===== src/rtl/event_encoder_if.sv =====
// Stream interface between the event encoder and its neighbours: the
// request/enable side, the valid/ready code output and the status outputs.
interface event_encoder_if #(
  parameter int N = 8,
  parameter int W = 3
) ();
  logic         e;
  logic [N-1:0] req;
  logic [W-1:0] code;
  logic         valid;
  logic         ready;
  logic [N-1:0] pending;
  logic         drop;

  // Encoder side: samples requests and ready, drives code/valid/status.
  modport master (
    input  e, req, ready,
    output code, valid, pending, drop
  );

  // Consumer/producer side: drives requests and ready, observes the rest.
  modport slave (
    output e, req, ready,
    input  code, valid, pending, drop
  );
endinterface


===== src/rtl/event_encoder.sv =====
// Sequential N-to-log2(N) event encoder. Multi-hot requests are captured into
// a pending register and emitted one index at a time on a valid/ready stream,
// selected round-robin starting from the slot after the last emitted index.
module event_encoder #(
  parameter int N = 8,
  parameter int W = $clog2(N)
) (
  input  logic           clk,
  input  logic           rst,
  event_encoder_if.master bus
);

  typedef enum logic {
    EMPTY = 1'b0,
    FULL  = 1'b1
  } out_state_e;

  localparam logic [N-1:0] ONE = N'(1);

  out_state_e   state_q, state_d;
  logic [N-1:0] pending_q, pending_d;
  logic [W-1:0] code_q, code_d;
  logic [W-1:0] ptr_q, ptr_d;
  logic         drop_q, drop_d;

  logic         sel_found;
  logic [W-1:0] sel_idx;
  logic [W-1:0] idx;
  logic         load;
  logic [N-1:0] clr;
  logic [N-1:0] req_eff;

  // Round-robin search of the registered pending set, starting at ptr and
  // wrapping naturally because N is a power of two.
  always_comb begin
    // NOTE: every variable written here gets a default first, otherwise the
    // paths that skip an assignment would infer a latch.
    sel_found = 1'b0;
    sel_idx   = '0;
    idx       = '0;
    for (int i = 0; i < N; i++) begin
      idx = ptr_q + W'(i);
      if (!sel_found && pending_q[idx]) begin
        sel_found = 1'b1;
        sel_idx   = idx;
      end
    end
  end

  // Output-slot FSM next state plus pending/drop update.
  always_comb begin
    state_d = state_q;
    code_d  = code_q;
    ptr_d   = ptr_q;

    load    = ((state_q == EMPTY) || bus.ready) && sel_found;
    clr     = load ? (ONE << sel_idx) : '0;
    req_eff = bus.e ? bus.req : '0;

    case (state_q)
      EMPTY:   if (load) state_d = FULL;
      FULL:    if (bus.ready && !load) state_d = EMPTY;
      default: state_d = EMPTY;
    endcase

    if (load) begin
      code_d = sel_idx;
      ptr_d  = sel_idx + W'(1);
    end

    // A re-request of the bit being loaded survives as a new event; only a
    // request hitting a still-pending (not loaded) bit is a collision.
    pending_d = (pending_q & ~clr) | req_eff;
    drop_d    = |(req_eff & pending_q & ~clr);
  end

  // State registers with synchronous reset that discards everything in flight.
  always_ff @(posedge clk) begin
    // NOTE: non-blocking assignments so every register samples the values
    // from before this edge, independent of statement order.
    if (rst) begin
      state_q   <= EMPTY;
      pending_q <= '0;
      code_q    <= '0;
      ptr_q     <= '0;
      drop_q    <= 1'b0;
    end else begin
      state_q   <= state_d;
      pending_q <= pending_d;
      code_q    <= code_d;
      ptr_q     <= ptr_d;
      drop_q    <= drop_d;
    end
  end

  assign bus.code    = code_q;
  assign bus.valid   = (state_q == FULL);
  assign bus.pending = pending_q;
  assign bus.drop    = drop_q;

endmodule


===== src/flat_wrapper.sv =====
// flat-port wrapper written by rule: the top's interface ports become plain ports
module event_encoder_flat 
#(
  parameter int N = 8,
  parameter int W = $clog2(N)
)
  (clk, rst, bus_e, bus_req, bus_ready, bus_code, bus_valid, bus_pending, bus_drop);
  event_encoder_if #(.N(N), .W(W)) bus_i ();
  input  logic clk;
  input  logic rst;
  input wire logic [$bits(bus_i.e)-1:0] bus_e;
  input wire logic [$bits(bus_i.req)-1:0] bus_req;
  input wire logic [$bits(bus_i.ready)-1:0] bus_ready;
  output wire logic [$bits(bus_i.code)-1:0] bus_code;
  output wire logic [$bits(bus_i.valid)-1:0] bus_valid;
  output wire logic [$bits(bus_i.pending)-1:0] bus_pending;
  output wire logic [$bits(bus_i.drop)-1:0] bus_drop;
  assign bus_i.e = bus_e;
  assign bus_i.req = bus_req;
  assign bus_i.ready = bus_ready;
  assign bus_code = bus_i.code;
  assign bus_valid = bus_i.valid;
  assign bus_pending = bus_i.pending;
  assign bus_drop = bus_i.drop;
  event_encoder #(.N(N), .W(W)) u_core (.clk(clk), .rst(rst), .bus(bus_i));
endmodule

===== config.mk =====
export PLATFORM = sky130hd
export DESIGN_NAME = event_encoder_flat
export DESIGN_NICKNAME = d
export VERILOG_FILES = /design/src/rtl/event_encoder_if.sv /design/src/rtl/event_encoder.sv /design/src/flat_wrapper.sv
export SDC_FILE = /design/constraint.sdc
export NUM_CORES = 1
export LEC_CHECK = 0
export ABC_AREA = 1
export BUFFER_PORTS_ARGS = -buffer_cell sky130_fd_sc_hd__buf_2
export CORE_MARGIN = 5
export CORE_UTILIZATION = 55
export CTS_BUF_LIST = sky130_fd_sc_hd__clkbuf_2 sky130_fd_sc_hd__clkbuf_4 sky130_fd_sc_hd__clkbuf_8
export DETAILED_ROUTE_END_ITERATION = 6
export PLACE_DENSITY = 0.87
export SLEW_MARGIN = 20
export SYNTH_ARGS = -nofsm -noshare
export SYNTH_HDL_FRONTEND = slang
export SYNTH_SLANG_ARGS = --single-unit
export TNS_END_PERCENT = 30

===== constraint.sdc =====
create_clock -name clk -period 3.5 [get_ports clk]
set_input_delay 0.35 -clock clk [delete_from_list [all_inputs] [get_ports clk]]
set_output_delay 0.35 -clock clk [all_outputs]
set_load 0.02 [all_outputs]

==> results.ini <==
[status]
status = complete, no violations

[synthesis]
synth_edf_count = 0
ys_seq_area_share_pct = 21.0
synth_top_area_cell = dfxtp_1
ys.flop_type = dfxtp_1
ys_ff_latch = 16
ys_warn_count = 0
syn-num-nets = 266
yosysTopAreaCellShare_pct = 21.0
syn_inst = 247
synth_area_um2 = 1530
async_reset_ff_share_pct = 0
synth_cell_types = 31
synth.avg_cell_area_um2 = 6.17
yosys-top-cells-area = dfxtp_1 (21%), nand2_1 (20%), nand3_1 (9.2%)

[clocking]
htreeDepth = 1
numCtsBuffers = 3
clock_latency_ns = 0.29
clkSlewWorstSetupHoldPaths_ns = 0.09
cts_tree = done
cts_root_buffer = clkbuf_4
cts_setup_buffers = 0
clockBufferDepth = 2
clkSinkCount = 16

[layout]
fillers = 250
syn_to_final_growth_pct = 11.6
finalNetCount = 292
drive_gt1_share_pct = 23.5
final_cell_mix = nand2_1 (81), inv_1 (29), nand3_1 (28)
final_common_cell = nand2_1
final_area_um2 = 1700
n_antenna_cell = 0

[floorplanning]
placeableCoreArea_um2 = 2710
rows = 19
initial_core_util_pct = 56.3
die_y_um = 62.7
die_w_um = 62.7
boundaryPins = 25
die-area_um2 = 3930

[worst_hold_path]
hp-class = input port to flip-flop

[sta]
grt_setup_unrepaired = false
tightest_slew_ns = 0.463
slew_headroom_pct = 69.1
hold_violations = 0
final.setup_skew_ns = 0.00466
report.final.slew_viol_count = 0
setup_tns_ns = 0
timing.fmax_ghz = 0.316
post-route-min-period_ns = 3.16
setup_violations = 0
fin_crit_sh_pct = 90.4

[worst_setup_path]
slowest_stage = dfxtp_1
regToRegSetupSlack_ns = 0.34
path_class = flip-flop to flip-flop
crit_required_ns = 3.68
crit_chain = clkinv_2 > ha_2 > inv_2 > nand3_1 > nand3_1 > nand2_2 > nor2_4 > nand4_4 > nor3_2 > nand2_1 > o21ai_0 > o22ai_2 > inv_1 > ha_1 > inv_1 > nor2_1 > nand3_1 > nand2_1 > nand2_1 > nor2_1 > a21oi_2
cp-end-kind = flip-flop
crit_arrival_ns = 3.35
start_kind = flip-flop
critical_path.max_stage_delay_ns = 0.36
cp_max_fo = 8

[route]
viasPerCell = 5.39
postRouteAntennaNets = 0
routed_wl_um = 3700
drc = 0
wl_per_cell_um = 12.2
dr_total_vias = 1632
drt_first_pass_iters = 4
drt_iter0_drc = 62

[job]
drv_cap = 0

[grt]
grt_antenna_before_repair = 0
first_global_vias = 1534
grt_pass1_wl_um = 6420
grt_max_degree = 13
grt_overflow = 0
grt_use_total_pct = 19.6

[placed_design]
port_buffers = 24
place_area_um2 = 1660
hpwlAfterDp_um = 3100
place_congestion = 0.962

==> cells by family (layout without fill, tap and decap cells) <==
kind of cell,Yosys count,in the layout,share of synthesized area [%]
flops,16,16,21.0
simple gates,150,150,46.5
compound gates,28,28,10.8
xor+xnor,4,4,3.77
fa+ha+maj,7,7,5.74
buf+inv,42,67,12.1
==> per-layer routing <==
| layer | global-route usage [%] | vias up | routed length, um |
|---|---|---|---|
| li1 | - | 837 | - |
| met1 | 23.0 | 740 | 1560 |
| met2 | 34.7 | 41 | 1850 |
| met3 | 1.62 | 14 | 153 |
| met4 | 10.3 | 0 | 135 |
| met5 | 0 | - | 0 |
==> path summary, 6_finish.rpt <==
check | start | to | cells after the start
max | u_core.ptr_q[1] | u_core.bus.drop | 21
min | bus_req[7] | u_core.bus.pending[7] | 3
max reg2reg | u_core.ptr_q[1] | u_core.bus.drop | 21
min reg2reg | u_core.bus.code[2] | u_core.bus.code[2] | 2
==> state kept, by name, summed over array words and instances, names as in the netlist <==
register            flops
u_core.ptr_q            3
u_core.bus.pending      8
u_core.bus.code         3
u_core.bus.drop         1
u_core.bus.valid        1
==> synth_stat cells (2+ instances only) <==
| cell | count |
|---|---|
| nor2_1 | 19 |
| ha_1 | 7 |
| xor2_2 | 2 |
| nand2_2 | 6 |
| clkbuf_1 | 2 |
| o22ai_1 | 2 |
| dfxtp_1 | 16 |
| inv_2 | 6 |
| nor2_4 | 2 |
| a21oi_1 | 13 |
| inv_1 | 29 |
| a21oi_2 | 2 |
| nand2_1 | 81 |
| o2111ai_1 | 3 |
| nor2_2 | 2 |
| o21ai_0 | 6 |
| nand3_1 | 28 |
| nand3_2 | 6 |
| buf_6 | 3 |
==> cell type report <==
| class | count | area (um2) | area share (%) |
|---|---|---|---|
| inverters | 36 | 136 | 8.01 |
| flip-flops and latches | 16 | 320 | 18.8 |
| well taps | 31 | 38.8 | 2.28 |
| repair buffers | 27 | 143 | 8.38 |
| multi-input cells | 189 | 1030 | 60.4 |
| clock buffers | 4 | 36.3 | 2.13 |
==> what timing repair did <==
item / 4_1_cts / 5_1_grt
hold buffers: 0 / 0
gates resized for setup: 0 / 2
endpoints found under the setup margin: 0 / 2
==> critical path, delay by kind of cell, from the launching register on <==
family / cells / cell delay, ns
buf+inv: 4 / 0.41
compound gates: 3 / 0.33
fa+ha+maj: 2 / 0.51
flops: 1 / 0.36
simple gates: 12 / 1.43
==> metrics by stage <==
| stage | hold WS [ns] | worst slack [ns] | std cells | util (%) |
|---|---|---|---|---|
| final | 0.320 | 0.337 | 303 | 62.8 |
| after CTS | 0.316 | 0.256 | 303 | 62.5 |
| after global placement | 0.459 | 0.429 | 299 | 61.2 |
| after detailed placement | 0.459 | 0.274 | 299 | 61.2 |
| after global routing | 0.320 | 0.00866 | 303 | 62.8 |
| after floorplan | 0.419 | 0.547 | 247 | - |
Power is not shown: default switching activity piles up to over one toggle a cycle in this logic, so the estimate is an artifact.
